**src/rtl/uart_pkg.sv**
```systemverilog
// ---------------------------------------------------------------------------
// uart_pkg
// Shared UART definitions: the receive data width, the default depth of the
// receive FIFO, and the stored FIFO entry type (error flag + data byte).
// ---------------------------------------------------------------------------
package uart_pkg;

  localparam int UART_DATA_W        = 8;
  localparam int UART_RX_FIFO_DEPTH = 16;

  typedef struct packed {
    logic                   err;
    logic [UART_DATA_W-1:0] data;
  } rx_entry_t;

endpackage

```
**src/rtl/uart_rx_fifo_mem.sv**
```systemverilog
// ---------------------------------------------------------------------------
// uart_rx_fifo_mem
// Storage array for the receive FIFO. It has one synchronous write port and
// one asynchronous read port. The storage cells have no reset, so pointer
// state alone decides which entries are valid.
//
// Optional build macro: UART_RX_FIFO_IRQ_EN adds a second asynchronous read
// port, pk_addr/pk_entry. The interrupt logic uses it to look ahead at the
// next head entry.
//
// Ports:
//   clk       system clock
//   wr_en     write strobe
//   wr_addr   write address
//   wr_entry  entry to store
//   rd_addr   read address (FIFO head)
//   rd_entry  entry at rd_addr
//   pk_addr   look-ahead read address   (UART_RX_FIFO_IRQ_EN only)
//   pk_entry  entry at pk_addr          (UART_RX_FIFO_IRQ_EN only)
// ---------------------------------------------------------------------------
module uart_rx_fifo_mem
  import uart_pkg::*;
#(
  parameter int DEPTH  = UART_RX_FIFO_DEPTH,
  parameter int ADDR_W = $clog2(DEPTH)
) (
  input  logic              clk,
  input  logic              wr_en,
  input  logic [ADDR_W-1:0] wr_addr,
  input  rx_entry_t         wr_entry,
  input  logic [ADDR_W-1:0] rd_addr,
  output rx_entry_t         rd_entry
`ifdef UART_RX_FIFO_IRQ_EN
  ,
  input  logic [ADDR_W-1:0] pk_addr,
  output rx_entry_t         pk_entry
`endif
);

  rx_entry_t mem [DEPTH];

  always_ff @(posedge clk) begin
    if (wr_en) begin
      mem[wr_addr] <= wr_entry;
    end
  end

  assign rd_entry = mem[rd_addr];

`ifdef UART_RX_FIFO_IRQ_EN
  assign pk_entry = mem[pk_addr];
`endif

endmodule

```
**src/rtl/uart_rx_fifo.sv**
```systemverilog
// ---------------------------------------------------------------------------
// uart_rx_fifo
// Receive buffer placed downstream of the UART receiver. It captures one
// {err, data} entry on each 0->1 transition of rx_ready and holds the entries
// in a DEPTH-deep first-word-fall-through FIFO. The consumer reads them
// through a valid/ready port. The block also reports level, full, empty and
// a sticky overflow flag.
//
// Optional build macro: UART_RX_FIFO_IRQ_EN adds the THRESH parameter and a
// registered irq output.
//
// Ports:
//   clk       system clock
//   rst_n     asynchronous active-low reset
//   clr       synchronous flush; takes priority over write and pop
//   rx_data   received byte, sampled on the rising edge of rx_ready
//   rx_ready  byte-available flag from the receiver (level or pulse)
//   rx_err    parity/frame error for rx_data
//   rd_ready  consumer accepts the head entry
//   rd_valid  head entry available
//   rd_data   head data (zero when empty)
//   rd_err    head error flag (zero when empty)
//   level     entry count, 0..DEPTH
//   full      level == DEPTH
//   empty     level == 0
//   ovf_clr   clears overflow
//   overflow  sticky: a byte was dropped because the FIFO was full
//   irq       level >= THRESH, overflow, or error at head (macro only)
// ---------------------------------------------------------------------------
module uart_rx_fifo
  import uart_pkg::*;
#(
  parameter int DEPTH  = UART_RX_FIFO_DEPTH,
  parameter int DATA_W = UART_DATA_W,
`ifdef UART_RX_FIFO_IRQ_EN
  parameter int THRESH = DEPTH / 2,
`endif
  parameter int LVL_W  = $clog2(DEPTH) + 1
) (
  input  logic              clk,
  input  logic              rst_n,
  input  logic              clr,
  input  logic [DATA_W-1:0] rx_data,
  input  logic              rx_ready,
  input  logic              rx_err,
  input  logic              rd_ready,
  output logic              rd_valid,
  output logic [DATA_W-1:0] rd_data,
  output logic              rd_err,
  output logic [LVL_W-1:0]  level,
  output logic              full,
  output logic              empty,
  input  logic              ovf_clr,
  output logic              overflow
`ifdef UART_RX_FIFO_IRQ_EN
  ,
  output logic              irq
`endif
);

  localparam int               ADDR_W  = LVL_W - 1;
  localparam logic [LVL_W-1:0] PTR_ONE = LVL_W'(1);

  logic [LVL_W-1:0] wptr, rptr;
  logic [LVL_W-1:0] wptr_next, rptr_next;
  logic             rx_ready_q;
  logic             rx_rise, pop, wr_en, ovf_evt;
  logic             overflow_next;
  rx_entry_t        wr_entry, head;

  // Pointers carry one extra wrap bit. Equal pointers mean empty. Equal
  // addresses with different wrap bits mean full.
  assign level    = wptr - rptr;
  assign empty    = (wptr == rptr);
  assign full     = (wptr[LVL_W-1] != rptr[LVL_W-1]) &&
                    (wptr[ADDR_W-1:0] == rptr[ADDR_W-1:0]);
  assign rd_valid = ~empty;

  assign rx_rise  = rx_ready & ~rx_ready_q;
  assign pop      = rd_valid & rd_ready;
  // When the FIFO is full, a pop in the same cycle frees the slot that this
  // write fills.
  assign wr_en    = rx_rise & (~full | pop) & ~clr;
  assign ovf_evt  = rx_rise & full & ~pop;

  always_comb begin
    wr_entry      = '0;
    wr_entry.err  = rx_err;
    wr_entry.data = rx_data;
  end

  always_comb begin
    wptr_next     = wptr;
    rptr_next     = rptr;
    overflow_next = overflow;
    if (clr) begin
      wptr_next     = '0;
      rptr_next     = '0;
      overflow_next = 1'b0;
    end else begin
      if (wr_en) wptr_next = wptr + PTR_ONE;
      if (pop)   rptr_next = rptr + PTR_ONE;
      // A new overflow wins over a simultaneous ovf_clr.
      if (ovf_evt)      overflow_next = 1'b1;
      else if (ovf_clr) overflow_next = 1'b0;
    end
  end

  // The edge register keeps tracking rx_ready through clr. A level held
  // across a flush is therefore not written a second time.
  always_ff @(posedge clk or negedge rst_n) begin
    if (!rst_n) begin
      wptr       <= '0;
      rptr       <= '0;
      overflow   <= 1'b0;
      rx_ready_q <= 1'b0;
    end else begin
      wptr       <= wptr_next;
      rptr       <= rptr_next;
      overflow   <= overflow_next;
      rx_ready_q <= rx_ready;
    end
  end

`ifdef UART_RX_FIFO_IRQ_EN
  rx_entry_t        pk_entry;
  logic [LVL_W-1:0] level_next;
  logic             head_err_next;
  logic             irq_next;

  uart_rx_fifo_mem #(
    .DEPTH (DEPTH),
    .ADDR_W(ADDR_W)
  ) u_mem (
    .clk     (clk),
    .wr_en   (wr_en),
    .wr_addr (wptr[ADDR_W-1:0]),
    .wr_entry(wr_entry),
    .rd_addr (rptr[ADDR_W-1:0]),
    .rd_entry(head),
    .pk_addr (rptr_next[ADDR_W-1:0]),
    .pk_entry(pk_entry)
  );

  // If this cycle's write lands on the next head slot (the FIFO drains to
  // empty and refills), the memory still holds the old value. In that case
  // take the error flag straight from the input.
  always_comb begin
    level_next    = wptr_next - rptr_next;
    head_err_next = (wr_en && (rptr_next == wptr)) ? rx_err : pk_entry.err;
    irq_next      = (level_next >= LVL_W'(THRESH)) | overflow_next |
                    (head_err_next & (level_next != '0));
  end

  always_ff @(posedge clk or negedge rst_n) begin
    if (!rst_n) irq <= 1'b0;
    else        irq <= irq_next;
  end
`else
  uart_rx_fifo_mem #(
    .DEPTH (DEPTH),
    .ADDR_W(ADDR_W)
  ) u_mem (
    .clk     (clk),
    .wr_en   (wr_en),
    .wr_addr (wptr[ADDR_W-1:0]),
    .wr_entry(wr_entry),
    .rd_addr (rptr[ADDR_W-1:0]),
    .rd_entry(head)
  );
`endif

  // Mask the head while the FIFO is empty so that the outputs read zero
  // instead of stale storage.
  assign rd_data = empty ? '0   : head.data;
  assign rd_err  = empty ? 1'b0 : head.err;

endmodule

```
**config.mk**
```make
export PLATFORM = sky130hd
export DESIGN_NAME = uart_rx_fifo
export DESIGN_NICKNAME = d
export VERILOG_FILES = /design/src/rtl/uart_pkg.sv /design/src/rtl/uart_rx_fifo_mem.sv /design/src/rtl/uart_rx_fifo.sv
export SDC_FILE = /design/constraint.sdc
export NUM_CORES = 1
export LEC_CHECK = 0
export CORE_MARGIN = 4
export CORE_UTILIZATION = 50
export CTS_CLUSTER_SIZE = 24
export DETAILED_ROUTE_END_ITERATION = 7
export PLACE_DENSITY = 0.68
export SETUP_SLACK_MARGIN = 0.5
export SYNTH_ARGS = -nofsm -noshare
export SYNTH_HDL_FRONTEND = slang
export SYNTH_SLANG_ARGS = --single-unit
```
**constraint.sdc**
```tcl
create_clock -name clk -period 4.35 [get_ports clk]
set_input_delay 1.0875 -clock clk [delete_from_list [all_inputs] [get_ports clk]]
set_output_delay 1.0875 -clock clk [all_outputs]
set_load 0.01 [all_outputs]
```
After elaboration in Yosys (flattened, before gate mapping)
Memory sizes are Yosys's and may differ from the RTL's.
Cells that the tools add are included.
- input bits: 15
- flip-flop bits (word level): 12
- output and inout bits: 18
- memories: 1
- logic and storage cells: 38
- bits in writable memories: 144
- memory list (memory ; words ; bits a word ; rd ports ; clocked after Yosys merged registers in ; wr ports ; RTL line ; source):
    u_mem.mem ; 16 ; 9 ; 1 ; 0 ; 1 ; uart_rx_fifo_mem.sv:40 ; rx_entry_t mem [DEPTH];
- mux-type cells: 11
- bitwise operators: 12
- $add $sub $neg: 3
- reductions and logical operators: 4
- eq/ne operators: 3
- operators with widths (cell ; count):
    $mux W5 ; 4
    $add A5 B1 Y5 const B ; 2
    $mux W8 ; 1
    $and A1 B1 Y1 ; 6
    $mux W1 ; 6
    $eq A5 B5 Y1 ; 1
    $not A1 Y1 ; 5
    $sub A5 B5 Y5 ; 1
    $eq A4 B4 Y1 ; 1
    $reduce_bool A2 Y1 ; 2
    $reduce_bool A3 Y1 ; 1
    $logic_and A1 B1 Y1 ; 1
    $ne A1 B1 Y1 ; 1
    $or A1 B1 Y1 ; 1

Depth between registers and ports, before layout
Gate-level depths: netlist of the first run.
- word-level depth: 8
- mapped depth: 9

Hierarchy
A second synthesis of the first run with hierarchy kept.
- cells, all modules: 332
- area total of the unflattened synthesis: 6424.9 um^2
- modules (own cells, without submodules) (module ; cells an instance ; times used ; area an instance (um^2) ; sequential area each (um^2)):
    uart_rx_fifo_mem ; 245 ; 1 ; 5600.4 ; 4324.1
    uart_rx_fifo ; 87 ; 1 ; 824.5 ; 300.3

Worst setup path before layout of the first run
OpenSTA, ideal clock, no wires.
- kind: reg2out
- from: register rptr[2]
- to: output rd_data[5]
- path buffers: 2
- data arrival time: 2.458 ns
- slack: 0.805 ns
- cell stages (with the launch flop): 10
- cells stage by stage: dfrtp_1 clkbuf_1 inv_1 buf_1 ha_1 nand4_2 or2_4 inv_2 nor3_4 a221o_1
- word-level cells in the longest chain between the ends: 2
- elaborated cells between the ends (all ways): 3
- those cells by class: eq/ne (1); mux (1); memory (1)
- RTL lines (element ; RTL line ; source):
    start, declared ; uart_rx_fifo.sv:64 ; logic [LVL_W-1:0] wptr, rptr;
    start signal, assigned ; uart_rx_fifo.sv:119 ; rptr <= rptr_next;
    $eq A5 B5 Y1 ; uart_rx_fifo.sv:74 ; assign empty = (wptr == rptr);
    named net empty ; uart_rx_fifo.sv:52 ; output logic empty,
    $mux W8 ; uart_rx_fifo.sv:175 ; assign rd_data = empty ? '0 : head.data;
    end, declared ; uart_rx_fifo.sv:48 ; output logic [DATA_W-1:0] rd_data,
The timed path passes the listed nets, and every way through them passes these cells.

Worst setup path after layout of the first run
- from: register rptr[0]
- to: output rd_data[3]
- word-level cells in the longest chain between the ends: 2
- elaborated cells between the ends (all ways): 3
- those cells by class: eq/ne (1); mux (1); memory (1)
- RTL lines (element ; RTL line):
    $mem_v2 Z16 W9 or $eq A5 B5 Y1 (tied branches) ; --
    $mux W8 (*) ; uart_rx_fifo.sv:175
Mark *: on every way between the ends. The rest lies on a longest branch, timed or not.

==> results of run 1 <==
layout make-up:
class | instances | share of cell area (%)
Multi-Input combinational cell | 168 | 22.7
Clock inverter | 10 | 1.59
Inverter | 10 | 0.520
Sequential cell | 156 | 60.2
Clock buffer | 22 | 5.77
Tap cell | 172 | 2.80
Timing Repair Buffer | 46 | 6.41
logic make-up after synthesis:
kind of cell             Yosys count  share of synthesized area (%)
multiplexers                      39                           12.7
flip-flops                       156                           71.9
XOR/XNOR                           9                           1.34
buffers and inverters             26                           1.71
adder cells (fa/ha/maj)           10                           2.06
AND/OR/NAND/NOR                   71                           5.97
AO/OA/AOI/OAI                     39                           4.36
sequential cells by signal, indices dropped and copies added (netlist names):
register	flops
wptr	5
rptr	5
overflow	1
rx_ready_q	1
u_mem.mem	144
worst max-delay path by stage:
stage               depth (start not counted)  slack, ns    start         end
floorplan                                   9       0.80  rptr[2]  rd_data[5]
global placement                            6       0.84  wptr[2]  rd_data[7]
detailed placement                          6       0.73  wptr[2]  rd_data[7]
CTS                                         6       0.48  rptr[0]  rd_data[7]
global route                                9       0.42  wptr[0]  rd_data[3]
finish                                      8       0.53  rptr[0]  rd_data[3]
timing repair:
item,4_1_cts,5_1_grt
setup endpoints to repair,9,8
pin swaps,1,0
cloned,0,1
resized for setup,10,9
setup buffers,2,1
layer usage:
| layer | global-route usage (%) | vias up |
|---|---|---|
| li1 | - | 1487 |
| met1 | 26.2 | 1640 |
| met3 | 4.99 | 24 |
| met5 | 0 | - |
| met4 | 8.40 | 0 |
| met2 | 29.3 | 127 |
cell usage in the layout, fill, tap and decap left out, types with 2 or more instances in the layout:
cell	count
sky130_fd_sc_hd__clkdlybuf4s50_1	25
sky130_fd_sc_hd__a221o_1	8
sky130_fd_sc_hd__inv_1	7
sky130_fd_sc_hd__ha_1	6
sky130_fd_sc_hd__bufinv_16	3
sky130_fd_sc_hd__or3_1	4
sky130_fd_sc_hd__nor2b_1	3
sky130_fd_sc_hd__nor2_1	10
sky130_fd_sc_hd__edfxtp_1	144
sky130_fd_sc_hd__buf_4	10
sky130_fd_sc_hd__o211ai_1	2
sky130_fd_sc_hd__nor3_1	5
sky130_fd_sc_hd__nand3_1	5
sky130_fd_sc_hd__o21ai_0	5
sky130_fd_sc_hd__clkbuf_16	18
sky130_fd_sc_hd__dfrtp_1	7
sky130_fd_sc_hd__xnor2_1	5
sky130_fd_sc_hd__dfrtp_2	5
sky130_fd_sc_hd__clkbuf_1	5
sky130_fd_sc_hd__mux4_2	34
sky130_fd_sc_hd__a21oi_1	16
sky130_fd_sc_hd__nand2b_1	2
sky130_fd_sc_hd__clkinv_2	5
sky130_fd_sc_hd__nor3_4	2
sky130_fd_sc_hd__and2_1	13
sky130_fd_sc_hd__ha_4	3
sky130_fd_sc_hd__xor2_1	3
sky130_fd_sc_hd__inv_2	2
sky130_fd_sc_hd__clkinv_1	2
sky130_fd_sc_hd__mux2i_1	5
sky130_fd_sc_hd__dlymetal6s2s_1	6
sky130_fd_sc_hd__nand2_1	21
sky130_fd_sc_hd__a21o_1	2
critical path, cell delays in order, from the launching register on:
cell and delay (ns):
sky130_fd_sc_hd__dfrtp_2 0.49, sky130_fd_sc_hd__ha_4 0.31, sky130_fd_sc_hd__nand4_2 0.14, sky130_fd_sc_hd__or2_4 0.29, sky130_fd_sc_hd__inv_4 0.10, sky130_fd_sc_hd__nor3_4 0.05
sky130_fd_sc_hd__buf_12 0.14, sky130_fd_sc_hd__a221o_1 0.31, sky130_fd_sc_hd__clkdlybuf4s50_1 0.48
report_power, final:
part	switching, mW	internal (mW)
Sequential	0.0101	1.65
Clock	0.533	0.892
Combinational	0.241	0.245
Total	0.783	2.78
Yosys cell counts, types with 3 or more instances:
library cell,number,area [µm²]
sky130_fd_sc_hd__dfrtp_1,12,300
sky130_fd_sc_hd__inv_1,9,33.8
sky130_fd_sc_hd__and2_1,13,81.3
sky130_fd_sc_hd__edfxtp_1,144,4320
sky130_fd_sc_hd__ha_1,9,113
sky130_fd_sc_hd__nand2_1,21,78.8
sky130_fd_sc_hd__nor2b_1,3,18.8
sky130_fd_sc_hd__clkbuf_1,8,30.0
sky130_fd_sc_hd__xnor2_1,5,43.8
sky130_fd_sc_hd__a221o_1,8,80.1
sky130_fd_sc_hd__buf_2,4,20.0
sky130_fd_sc_hd__nor2_1,10,37.5
sky130_fd_sc_hd__mux4_2,34,766
sky130_fd_sc_hd__o21ai_0,5,25.0
sky130_fd_sc_hd__nor3_1,5,25.0
sky130_fd_sc_hd__or3_1,4,25.0
sky130_fd_sc_hd__a21oi_1,16,80.1
sky130_fd_sc_hd__mux2i_1,5,50.1
sky130_fd_sc_hd__nand3_1,5,25.0
sky130_fd_sc_hd__xor2_1,3,26.3
through the flow:
step	setup WS (ns)	power [mW]
floorplan	0.805	1.97
global placement	0.836	2.15
detailed placement	0.735	2.16
CTS	0.479	3.58
global route	0.418	3.71
finish	0.530	3.57
==> out/results.env, run 1 <==
RESULT_OF_THE_RUN='completed'
REG2REGPATHDEPTH=6
POST-PLACE-CELLS=548
SYNTH_EDF_COUNT=144
DRC=0
UTILIZATION_PCT=61.0
WORST_HOLD_PATH_CELLS=2
ANTENNA_VIOLATING_NETS_POST_ROUTE=0
P_LEAK_nW=2.58
DETAILROUTE.WIRELENGTH.MET3_UM=806
GRTUSAGETOTAL_PCT=19.2
LAYOUTNONFILLERINSTCOUNT=584
TRITONCTS_BUFFERS=17
ANTENNA_VIOLATIONS_BEFORE_REPAIR=0
WHS_ENDPOINT='rptr[3]'
REPORT.FINAL.SETUP_VIOL=0
CRITICAL_PATH.STARTPOINT_TYPE='flop'
POST_SYNTH_INSTANCE_AREA_UM2=6430
FLOORPLAN_CORE_AREA_UM2=12600
HOLD_PATH_STARTPOINT='rptr[3]'
INSERTION_DELAY_NS=0.42
CTS.PATH.MAX_BUFFERS=2
IOS=33
DIE_AREA_UM2=14700
SEQ_AREA_FRAC_SYNTH_PCT=71.9
CLK_PIN_SLEW_NS=0.06
TIGHTEST_HOLD_CHECK_TYPE='flop to flop'
FINAL.SETUP.TNS_NS=0
PLACE.PORT_BUFFERS=32
CTS-ROOT-BUF='sky130_fd_sc_hd__clkbuf_16'
CP_MAX_FO=8
SYN-NUM-NETS=375
DIODES_INSERTED=0
FF_LATCH_AREA_UM2=4630
FINAL_HOLD_VIOL_COUNT=0
WORST-SLEW-PIN-TRANSITION_NS=0.621
HIGHEST-SIGNAL-LAYER='met4'
TRITONCTS_NUM_SINKS=156
NUMBER_OF_DISTINCT_STANDARD_CELLS_REFERENCED_BY_THE_SYNTHESIZED_NETLIST=40
STDCELL_AREA_UM2=7690
FP.DIEH_UM=121
CRITICALPATHCATEGORY='flop to output pin'
YOSYS_MOST_USED_DFF='sky130_fd_sc_hd__edfxtp_1'
FIRSTDRTPASSITERS=4
FP-ROW-COUNT=41
RR_STARTPOINT='wptr[1]'
GRT_OVERFLOW=0
CTSHTREEMAXLEVEL=4
POSTROUTEWIRELENGTH_UM=13100
RSZ0062_AT_GRT='yes'
START_UTIL_PCT=51.0
ENDPOINT_KIND='output pin'
MET2ROUTEDLENGTH_UM=6350
WORST_REG2REG_PATH_ENDPOINT='u_mem.mem[8][5]'
WORSTPATHREQUIRED_NS=3.26
ASYNC_FLOP_SHARE_PCT=7.69
GRT_FIRST_PASS_WIRELENGTH_UM=20300
CLOCK.FMAX_MHz=262
HOLD_BUFFERS=0
CLOCK_TREE_FROM_TRITONCTS='done'
MIN_CLOCK_PERIOD_POST_ROUTE_NS=3.82
FIN_NETS=424
POWERDENSITY_nW_PER_UM2=464
CLOCK-SKEW-FINAL_NS=0.00600
GRT_MAX_DEGREE=43
SYNTH-SEQ-CELLS=156
TIMING.MAX_CAP.VIOLATIONS=0
DRT-WIRELENGTH-PER-CELL_UM=22.4
REGTOREGSETUPSLACK_NS=1.85
AVGVIACOUNTPERCELL=5.61
SLEW_VIOL_FINAL=0
DRTITER0DRC=350
WORST_HOLD_SLACK_NS=0.616
ROUTEDLENGTHMET1_UM=5650
POSTSYNTHAREAPERCELL_UM2=18.4
SYNTH_INSTANCES=350
RD_PLACE_CONGESTION=0.895
VIA_COUNT_OF_THE_FIRST_GLOBAL_ROUTING_PASS=3434
SLEW-LIMIT-HEADROOM_PCT=58.5
SYNTH.YOSYS.WARNINGS=0
HPWLAFTERDP_UM=8220
SYN_TO_FINAL_GROWTH_PCT=19.6
MIN_PERIOD_OVER_PERIOD_PCT=87.8
POST_ROUTE_CELLS_DRIVE_ABOVE_1_SHARE_PCT=22.6
DETAILED_PLACE.AREA_UM2=6990
AREA_OCCUPIED_BY_MULTI_INPUT_GATES_UM2=1750
WIDTH_OF_THE_CHIP_UM=121
WORST_EP_ARRIVAL_TIME_NS=2.73
FILL_CELLS=932
VDD_DROP_MAX_uV=288
NUM_VIAS=3278
Power figures use the tool's default switching activity.
==> run 2: changes to the inputs <==
--- a/config.mk
+++ b/config.mk
@@ -7,3 +7,3 @@
 export LEC_CHECK = 0
-export CORE_MARGIN = 4
+export CORE_MARGIN = 2
 export CORE_UTILIZATION = 50
--- a/constraint.sdc
+++ b/constraint.sdc
@@ -3,2 +3,2 @@
 set_output_delay 1.0875 -clock clk [all_outputs]
-set_load 0.01 [all_outputs]
+set_load 0.1 [all_outputs]
==> run 2 against run 1 <==
Net effect: global-route usage is 0.77 points higher; sequential share of layout area is 1.8 points lower; design area grew 3.0%; critical endpoint is now rd_data[4]; highest routed layer unchanged.
==> out/results.env, run 2 (same netlist as run 1, synthesis figures left out) <==
RESULT_OF_THE_RUN='completed'
PLACE.PORT_BUFFERS=32  # unchanged
DRC=0  # unchanged
LARGEST_REGS='u_mem.mem: 144 flops, rptr: 5 flops, wptr: 5 flops'
TIGHTEST_HOLD_CHECK_TYPE='flop to flop'
GRT_MAX_DEGREE=43  # unchanged
FIN_NETS=422  # -0.47%
CP_SLOWEST_STAGE_DELAY_NS=0.43  # -0.06 ns
REG2REGPATHDEPTH=8  # +2
CRIT_START='rptr[2]'
VIA_COUNT_OF_THE_FIRST_GLOBAL_ROUTING_PASS=3479  # +1.3%
SLEW-LIMIT-HEADROOM_PCT=35.3  # -23 points
AREA_OCCUPIED_BY_MULTI_INPUT_GATES_UM2=1840  # +5.4%
PRECTSSETUPSLACK_NS=0.819  # +0.0846 ns
HOLD_PATH_STARTPOINT='rptr[3]'
CLOCK.FMAX_MHz=266  # +1.5%
FP-ROW-COUNT=41  # unchanged
DETAILED_PLACE.AREA_UM2=7200  # +3.0%
CRIT_PATH_FREQUENT_CELL='sky130_fd_sc_hd__buf_12'
DIE_AREA_UM2=13800  # -6.5%
ANTENNA_VIOLATING_NETS_POST_ROUTE=0  # unchanged
CRITICALPATHCATEGORY='flop to output pin'
WORST_HOLD_SLACK_NS=0.628  # +0.0119 ns
ANTENNA_VIOLATIONS_BEFORE_REPAIR=0  # unchanged
LAYOUTNONFILLERINSTCOUNT=582  # -0.34%
AVGVIACOUNTPERCELL=5.66  # +0.83%
LARGEST_REGISTER_FF_COUNT=144  # unchanged
HOLD_BUFFERS=0  # unchanged
MIN_PERIOD_OVER_PERIOD_PCT=86.5  # -1.3 points
WORSTPATHREQUIRED_NS=3.26  # about the same
WORST_PATH_CELL_TRACE='inv_1, buf_4, ha_2, nand4_4, or2_4, inv_8, nor3_4, buf_12, a221o_4, buf_12'
FINAL_HOLD_VIOL_COUNT=0  # unchanged
POSTROUTEWIRELENGTH_UM=12700  # -3.1%
CP_MAX_FO=12  # +4
TRITONCTS_BUFFERS=17  # unchanged
FINAL.SETUP.TNS_NS=0  # unchanged
START_UTIL_PCT=51.2  # +0.21 points
DRT-WIRELENGTH-PER-CELL_UM=21.8  # -2.8%
HPWLAFTERDP_UM=7850  # -4.5%
GRT_OVERFLOW=0  # unchanged
P_LEAK_nW=2.61  # +1.3%
IOS=33  # unchanged
TRITONCTS_NUM_SINKS=156  # unchanged
CP_SLOWEST_CELL='sky130_fd_sc_hd__a221o_4'
WORST-SLEW-PIN-TRANSITION_NS=0.968  # +0.347 ns
RD_PLACE_CONGESTION=0.831  # -7.1%
GRT_FIRST_PASS_WIRELENGTH_UM=19900  # -1.8%
LAYOUT_SETUP_WS_NS=0.587  # +0.0578 ns
REPORT.FINAL.SETUP_VIOL=0  # unchanged
LAYOUT_COMMON_CELLS='sky130_fd_sc_hd__edfxtp_1, sky130_fd_sc_hd__mux4_2, sky130_fd_sc_hd__nand2_1'
FILL_CELLS=887  # -4.8%
FIRSTDRTPASSITERS=4  # unchanged
MIN_CLOCK_PERIOD_POST_ROUTE_NS=3.76  # -0.0578 ns
WORST_HOLD_PATH_CELLS=2  # unchanged
DRTITER0DRC=303  # -13%
REGMOSTFLOPS='u_mem.mem'
CTS-ROOT-BUF='sky130_fd_sc_hd__clkbuf_16'
WHS_ENDPOINT='rptr[3]'
CRITICAL_PATH.STARTPOINT_TYPE='flop'
POST-PLACE-CELLS=547  # -0.18%
CTS.PATH.MAX_BUFFERS=2  # unchanged
NUM_VIAS=3294  # +0.49%
FLOORPLAN_CORE_AREA_UM2=12600  # -0.41%
CTSHTREEMAXLEVEL=4  # unchanged
WORST_REG2REG_PATH_ENDPOINT='u_mem.mem[3][7]'
CLOCK-SKEW-FINAL_NS=0.00740  # +0.00139 ns
INSERTION_DELAY_NS=0.42  # about the same
CLOCK_TREE_FROM_TRITONCTS='done'
ENDPOINT_KIND='output pin'
TIMING.MAX_CAP.VIOLATIONS=0  # unchanged
WORST_EP_ARRIVAL_TIME_NS=2.68  # -0.05 ns
STDCELL_AREA_UM2=7920  # +3.0%
POST_ROUTE_CELLS_DRIVE_ABOVE_1_SHARE_PCT=28.8  # +6.2 points
RR_STARTPOINT='rptr[2]'
RSZ0062_AT_GRT='no'
POWERDENSITY_nW_PER_UM2=517  # +11%
COMMONEST_NON_FILL_NON_TAP_CELL_IN_THE_LAYOUT='sky130_fd_sc_hd__edfxtp_1'
REGTOREGSETUPSLACK_NS=1.75  # -0.10 ns
DIODES_INSERTED=0  # unchanged
FF_LATCH_AREA_UM2=4630  # about the same
SYN_TO_FINAL_GROWTH_PCT=23.1
GRTUSAGETOTAL_PCT=20.0  # +0.77 points
WIDTH_OF_THE_CHIP_UM=117  # -3.3%
FP.DIEH_UM=117  # -3.3%
CLK_PIN_SLEW_NS=0.06  # about the same
VDD_DROP_MAX_uV=257  # -11%
SLEW_VIOL_FINAL=0  # unchanged
## run 2: cell types whose count changed in the layout (fill, tap and decap cells not counted), moves of 3 or more
| cell | delta |
|---|---|
| sky130_fd_sc_hd__clkinv_2 | -4 |
| sky130_fd_sc_hd__buf_4 | +5 |
| sky130_fd_sc_hd__a221o_1 | -8 |
| sky130_fd_sc_hd__clkdlybuf4s50_1 | -10 |
| sky130_fd_sc_hd__clkinv_4 | +5 |
| sky130_fd_sc_hd__dlymetal6s2s_1 | -6 |
| sky130_fd_sc_hd__buf_12 | +13 |
| sky130_fd_sc_hd__a221o_4 | +8 |
| sky130_fd_sc_hd__clkbuf_1 | -3 |
## run 2: report_power, final
| part | internal [mW] | switching, mW | leakage, nW |
|---|---|---|---|
| Clock | 1.02 | 0.572 | 0.312 |
| Combinational | 0.312 | 0.533 | 0.846 |
| Sequential | 1.65 | 0.00528 | 1.45 |
| Total | 2.98 | 1.11 | 2.61 |
## run 2: repair_timing
action	4_1_cts	5_1_grt
pin swaps	3	0
buffers inserted	3	0
resized for setup	4	1
hold endpoints to repair	0	0
endpoints found under the setup margin	8	1
## run 2: area by class of cell
| type | count | area share, % |
|---|---|---|
| well taps | 172 | 2.72 |
| flip-flops and latches | 156 | 58.4 |
| repair buffers | 44 | 6.86 |
| inverters | 10 | 0.569 |
| clock inverters | 13 | 2.72 |
| clock buffers | 19 | 5.47 |
| multi-input cells | 168 | 23.2 |
## run 2: stage by stage
step                      utilization (%)  power [mW]
after floorplan                         -        2.28
after global placement               57.3        2.52
after detailed placement             57.3        2.52
after CTS                            63.0        4.12
after global routing                 63.0        4.22
final                                63.0        4.09
## run 2: worst max-delay path by stage
| stage | end | slack [ns] | cells past startpoint |
|---|---|---|---|
| after floorplan | level[2] | 0.56 | 5 |
| after global placement | rd_data[7] | 0.83 | 9 |
| after detailed placement | rd_err | 0.82 | 9 |
| after CTS | rd_data[4] | 0.58 | 10 |
| after global routing | rd_data[4] | 0.51 | 10 |
| final | rd_data[4] | 0.59 | 10 |
## run 2: worst max-delay path, delay by kind of cell, from the launching register on
family | cells | cell delay [ns]
AO/OA/AOI/OAI | 1 | 0.43
AND/OR/NAND/NOR | 3 | 0.44
buffers and inverters | 5 | 0.64
flip-flops | 1 | 0.34
adder cells (fa/ha/maj) | 1 | 0.40
## run 2: per-layer routing
metal / up-vias / GRT usage [%] / part of all wire, %
li1: 1492 / - / -
met1: 1713 / 25.3 / 42
met2: 77 / 33.4 / 52
met3: 12 / 5.20 / 4.6
met4: 0 / 7.30 / 1.7
met5: - / 0 / 0
==> run 3: changes to the inputs <==
CTS_BUF_LIST = sky130_fd_sc_hd__clkbuf_16   (was unset)
==> run 3 against run 2 <==
Net effect: worst setup slack better by 0.00053 ns; clock skew about the same; sequential share of layout area is the same; design area stayed put; count of clock-buffer cells in the layout is 2 lower; worst hold slack about the same; global-route usage unchanged; fmax about the same; critical path type unchanged; highest routed layer unchanged.
==> out/results.env, run 3 (same netlist as run 1, synthesis figures left out) <==
RESULT_OF_THE_RUN='completed'
REPORT.FINAL.SETUP_VIOL=0  # unchanged
DIODES_INSERTED=0  # unchanged
SLEW-LIMIT-HEADROOM_PCT=35.3  # unchanged
LARGEST_REGISTER_FF_COUNT=144  # unchanged
WORST_PATH_CELL_TRACE='inv_1, buf_4, ha_2, nand4_4, or2_4, inv_8, nor3_4, buf_12, a221o_4, buf_12'
P_TOTAL_mW=4.09  # -0.13%
IOS=33  # unchanged
UTILIZATION_PCT=63.0  # unchanged
REGMOSTFLOPS='u_mem.mem'
WIDTH_OF_THE_CHIP_UM=117  # unchanged
WORST-SLEW-PIN-TRANSITION_NS=0.968  # unchanged
GRT_FIRST_PASS_WIRELENGTH_UM=19900  # unchanged
WORST_EP_ARRIVAL_TIME_NS=2.67  # about the same
TRITONCTS_NUM_SINKS=156  # unchanged
GRTUSAGETOTAL_PCT=20.0  # unchanged
TIMING.MAX_CAP.VIOLATIONS=0  # unchanged
SLEW_VIOL_FINAL=0  # unchanged
RR_STARTPOINT='rptr[2]'
COMMONEST_NON_FILL_NON_TAP_CELL_IN_THE_LAYOUT='sky130_fd_sc_hd__edfxtp_1'
FP-ROW-COUNT=41  # unchanged
POSTROUTEWIRELENGTH_UM=12700  # -0.13%
FINAL.SETUP.TNS_NS=0  # unchanged
LARGEST_REGS='u_mem.mem: 144 flops, rptr: 5 flops, wptr: 5 flops'
AVGVIACOUNTPERCELL=5.66  # about the same
VIA_COUNT_OF_THE_FIRST_GLOBAL_ROUTING_PASS=3479  # unchanged
FIN_NETS=422  # unchanged
ANTENNA_VIOLATING_NETS_POST_ROUTE=0  # unchanged
HPWLAFTERDP_UM=7850  # unchanged
WORSTPATHREQUIRED_NS=3.26  # about the same
WORST_HOLD_PATH_CELLS=2  # unchanged
HOLD_PATH_STARTPOINT='rptr[3]'
CRITICAL_PATH_BUFFERS_AND_INVERTERS=5  # unchanged
HOLD_BUFFERS=0  # unchanged
REGTOREGSETUPSLACK_NS=1.75  # about the same
REG2REGPATHDEPTH=8  # unchanged
GRT_MAX_DEGREE=43  # unchanged
CRITICAL_PATH.STARTPOINT_TYPE='flop'
POST-PLACE-CELLS=547  # unchanged
DRTITER0DRC=303  # unchanged
POWERDENSITY_nW_PER_UM2=516  # -0.13%
POST_ROUTE_CELLS_DRIVE_ABOVE_1_SHARE_PCT=28.8  # unchanged
MIN_PERIOD_OVER_PERIOD_PCT=86.5  # about the same
P_LEAK_nW=2.62  # +0.32%
WHS_ENDPOINT='rptr[3]'
WORST_REG2REG_PATH_ENDPOINT='u_mem.mem[3][7]'
FLOORPLAN_CORE_AREA_UM2=12600  # unchanged
TRITONCTS_BUFFERS=17  # unchanged
GRT_OVERFLOW=0  # unchanged
CRITICALPATHCATEGORY='flop to output pin'
RSZ0062_AT_GRT='no'
START_UTIL_PCT=51.2  # unchanged
MIN_CLOCK_PERIOD_POST_ROUTE_NS=3.76  # -0.000528 ns
CP_SLOWEST_CELL='sky130_fd_sc_hd__a221o_4'
CLK_PIN_SLEW_NS=0.06  # about the same
FP.DIEH_UM=117  # unchanged
ENDPOINT_KIND='output pin'
TIGHTEST_HOLD_CHECK_TYPE='flop to flop'
CRIT_START='rptr[2]'
RD_PLACE_CONGESTION=0.831  # unchanged
NUM_VIAS=3295  # +0.030%
KIND_OF_CELL_ADDING_THE_MOST_DELAY_TO_THE_CRITICAL_PATH='buffers and inverters'
FINAL_HOLD_VIOL_COUNT=0  # unchanged
DRT-WIRELENGTH-PER-CELL_UM=21.8  # -0.13%
CLOCK-SKEW-FINAL_NS=0.00755  # +0.000156 ns
VDD_DROP_MAX_uV=256  # about the same
INSERTION_DELAY_NS=0.42  # about the same
CTS-ROOT-BUF='sky130_fd_sc_hd__clkbuf_16'
FIRSTDRTPASSITERS=4  # unchanged
PLACE.PORT_BUFFERS=32  # unchanged
CLOCK.FMAX_MHz=266  # about the same
CTS.PATH.MAX_BUFFERS=2  # unchanged
DIE_AREA_UM2=13800  # unchanged
DRC=0  # unchanged
CP_SLOWEST_STAGE_DELAY_NS=0.43  # about the same
LAYOUT_COMMON_CELLS='sky130_fd_sc_hd__edfxtp_1, sky130_fd_sc_hd__mux4_2, sky130_fd_sc_hd__nand2_1'
CRIT_PATH_FREQUENT_CELL='sky130_fd_sc_hd__buf_12'
CLOCK_TREE_FROM_TRITONCTS='done'
CTSHTREEMAXLEVEL=4  # unchanged
ANTENNA_VIOLATIONS_BEFORE_REPAIR=0  # unchanged
SYN_TO_FINAL_GROWTH_PCT=23.1  # unchanged
CP_MAX_FO=12  # unchanged
LAYOUTNONFILLERINSTCOUNT=582  # unchanged
[run 3: cell type report]
| class | count | area, µm² |
|---|---|---|
| clock buffer | 17 | 425 |
| sequential | 156 | 4630 |
| clock inverter | 15 | 223 |
| timing repair buffer | 44 | 543 |
| fill | 887 | 4650 |
| inverter | 10 | 45.0 |
| multi-input combinational | 168 | 1840 |
| tap | 172 | 215 |
[run 3: through the flow]
| step | worst slack (ns) | hold WS [ns] | area [µm²] |
|---|---|---|---|
| 2_1_floorplan | 0.557 | 0.558 | 6560 |
| 3_3_place_gp | 0.827 | 0.579 | 7200 |
| 3_5_place_dp | 0.819 | 0.599 | 7200 |
| 4_1_cts | 0.580 | 0.607 | 7920 |
| 5_1_grt | 0.507 | 0.643 | 7920 |
| 6_report | 0.588 | 0.628 | 7920 |
[run 3: metal layers]
layer	up-vias	share of wire (%)	GRT usage [%]
li1	1493	-	-
met5	-	0	0
met3	12	4.6	5.20
met2	77	52	33.4
met4	0	1.7	7.30
met1	1713	41	25.3
[run 3: worst max-delay path by stage]
stage | slack [ns] | endpoint | cells after the start
after floorplan | 0.56 | level[2] | 5
after global placement | 0.83 | rd_data[7] | 9
after detailed placement | 0.82 | rd_err | 9
after CTS | 0.58 | rd_data[4] | 10
after global routing | 0.51 | rd_data[4] | 10
final | 0.59 | rd_data[4] | 10
[run 3: where the power goes]
part | total, mW | internal, mW | switching (mW)
Clock | 1.59 | 1.02 | 0.571
Sequential | 1.65 | 1.65 | 0.00528
Combinational | 0.845 | 0.312 | 0.533
Total | 4.09 | 2.98 | 1.11
[run 3: worst register-to-register path: cells and delay by family, from the launching register on]
kind	cells	cell delay, ns
adders and majority gates	1	0.35
and+or+nand+nor	3	0.96
buffers and inverters	3	0.42
DFF	1	0.37
AOI/OAI and AO/OA	1	0.12
[run 3: repair_timing]
action	CTS	global route
endpoints found under the setup margin	8	1
pin swaps	3	0
buffers inserted	3	0
resized for setup	4	1
==> variant: new RTL, config.mk and constraints of run 3 <==
Change the package constant `UART_DATA_W` from 8 to 9.
--- a/src/rtl/uart_pkg.sv
+++ b/src/rtl/uart_pkg.sv
@@ -5,7 +5,7 @@
 // ---------------------------------------------------------------------------
 package uart_pkg;
 
-  localparam int UART_DATA_W        = 8;
+  localparam int UART_DATA_W        = 9;
   localparam int UART_RX_FIFO_DEPTH = 16;
 
   typedef struct packed {
Ports: changed (resized rd_data and rx_data); port bits go from 33 to 35. No check against the original RTL was run, so the function may have changed too.
==> variant against run 3 <==
Routed wire length grew 9.6%. Area after synthesis grew 9.6%. Count of clock-buffer cells in the layout is the same. Setup slack gained 0.031 ns. Design area grew 6.5%. Hold slack gained 0.017 ns. Total power grew 3.7%. Sequential cell count grew 16.
==> variant: results (changes against run 3) <==
- The fraction of layout instances using a drive strength above 1 is 0.2788 (-0.009003).
- The share of synthesized registers carrying an async set or reset is 0.06977 (-0.007156).
- The final weighted congestion in routability-driven placement is 0.8386 (+0.90%).
- Sorting the synthesized cells by area gives the leading types as edfxtp_1 68%, mux4_2 12%, dfrtp_1 4.3%, ha_1 1.6%, a221o_1 1.3%.
- The startpoint of the worst-slack reg-to-reg timing path is wptr[0].
- The count of routing violations after the opening detailed-route iteration was 389 (+28%).
- The worst reg2reg path depth came to 6 (-2).
- The number of nets in the layout was 448 (+6.2%).
- In the final layout, the registers with the most flip-flops are u_mem.mem (160), rptr (5), wptr (5).
- The layout filler cell count is 995 (+12%).
- The maximum number of pins on one net before global-route repair came to 47 (+9.3%).
- The worst register-to-register path ends at u_mem.mem[0][8].
- The flow ran to the end, and the final reports show no timing, DRC or antenna violations.
- The maximum ir drop on the vdd rail is 0.3282 mV (+28%).
- The final worst clock skew was 0.009645 ns (+0.002091 ns).
- The transition time at the pin with the least slew margin came to 0.9623 ns (-0.005418 ns).
- For this design, the slowest cell found on the critical path is dfrtp_1.
- The static leakage was 2.744 nW (+4.7%).
- The net count after synthesis is 400 (+6.7%).
- The routed wirelength normalized by instance count came to 22.60 um (+3.9%).
- The critical path starts at rptr[3].
- The number of buffers inserted by port buffering is 34 (+6.3%).
- The number of enable flip-flop cells after synthesis came to 160 (+11%).
- The global-route wire length before repair was 21640 um (+8.7%).
- The routed via count divided by cell count is 5.777 (+2.0%).
- The worst reg-to-reg setup slack is 1.94 ns (+0.19 ns).
- The via count of the first global-routing pass is 3706 (+6.5%).
-- variant: cell count changes in the layout (fill, tap and decap cells not counted), moves of 2 or more --
cell and change:
a221o_2 +7, a221o_4 -6, clkinv_1 +3, clkinv_4 -2, edfxtp_1 +16, ha_4 +2, inv_1 -2, mux4_2 +4
nand2_1 +2
-- variant: area by class of cell --
class / count / share of cell area
Sequential cell: 172 / 0.6057
Clock buffer: 17 / 0.05044
Tap cell: 180 / 0.02670
Multi-Input combinational cell: 176 / 0.2264
Clock inverter: 14 / 0.02121
Timing Repair Buffer: 45 / 0.06453
Inverter: 10 / 0.005044
-- variant: worst min-delay path by stage --
stage | start | end | slack (ns) | depth (start not counted)
CTS | rptr[3] | rptr[3] | 0.63 | 2
global route | rptr[3] | rptr[3] | 0.66 | 2
finish | rptr[3] | rptr[3] | 0.65 | 2
floorplan | rptr[3] | rptr[3] | 0.56 | 2
detailed placement | rptr[3] | rptr[3] | 0.63 | 2
global placement | rptr[3] | rptr[3] | 0.59 | 2
-- variant: worst max-delay path, delay by kind of cell, from the launching register on --
family                     cells  cell delay, ns
and+or+nand+nor                3            0.53
AOI/OAI and AO/OA              1            0.39
DFF                            1            0.42
adders and majority gates      1            0.31
buffers and inverters          4            0.55
-- variant: cells by family (layout without fill, tap and decap cells) --
| group | count (synthesis) | in the layout | share of synthesized area |
|---|---|---|---|
| buf+inv | 26 | 86 | 0.01774 |
| simple gates | 73 | 73 | 0.05679 |
| xor+xnor | 9 | 9 | 0.01225 |
| compound gates | 41 | 41 | 0.04188 |
| fa+ha+maj | 10 | 10 | 0.01881 |
| flops | 172 | 172 | 0.7240 |
| mux | 43 | 43 | 0.1285 |
-- variant: power breakdown --
part           leakage [nW]  switching, mW  internal (mW)
registers              1.60        0.00585           1.82
clock network         0.296          0.588          0.948
logic                 0.849          0.558          0.318
total                  2.74           1.15           3.08
-- variant: timing repair --
action | CTS | global route
resized for setup | 2 | 4
setup endpoints to repair | 9 | 9
cloned | 0 | 0
pin swaps | 1 | 0
setup buffers | 1 | 0
-- variant: routing by layer --
metal	vias up	GRT usage	part of all wire
met2	100	0.3398	0.52
met5	-	0	0
met3	21	0.05483	0.054
li1	1598	-	-
met1	1828	0.2577	0.41
met4	0	0.08621	0.021
-- variant: metrics by stage --
stage / hold slack [ns] / util / instances / setup WS [ns]
after floorplan: 0.5579 / - / 374 / 0.3647
after global placement: 0.5902 / 0.5618 / 582 / 0.9552
after detailed placement: 0.6257 / 0.5618 / 582 / 0.8973
after CTS: 0.6335 / 0.6087 / 614 / 0.5178
after global routing: 0.6642 / 0.6100 / 614 / 0.5117
final: 0.6455 / 0.6100 / 614 / 0.6194
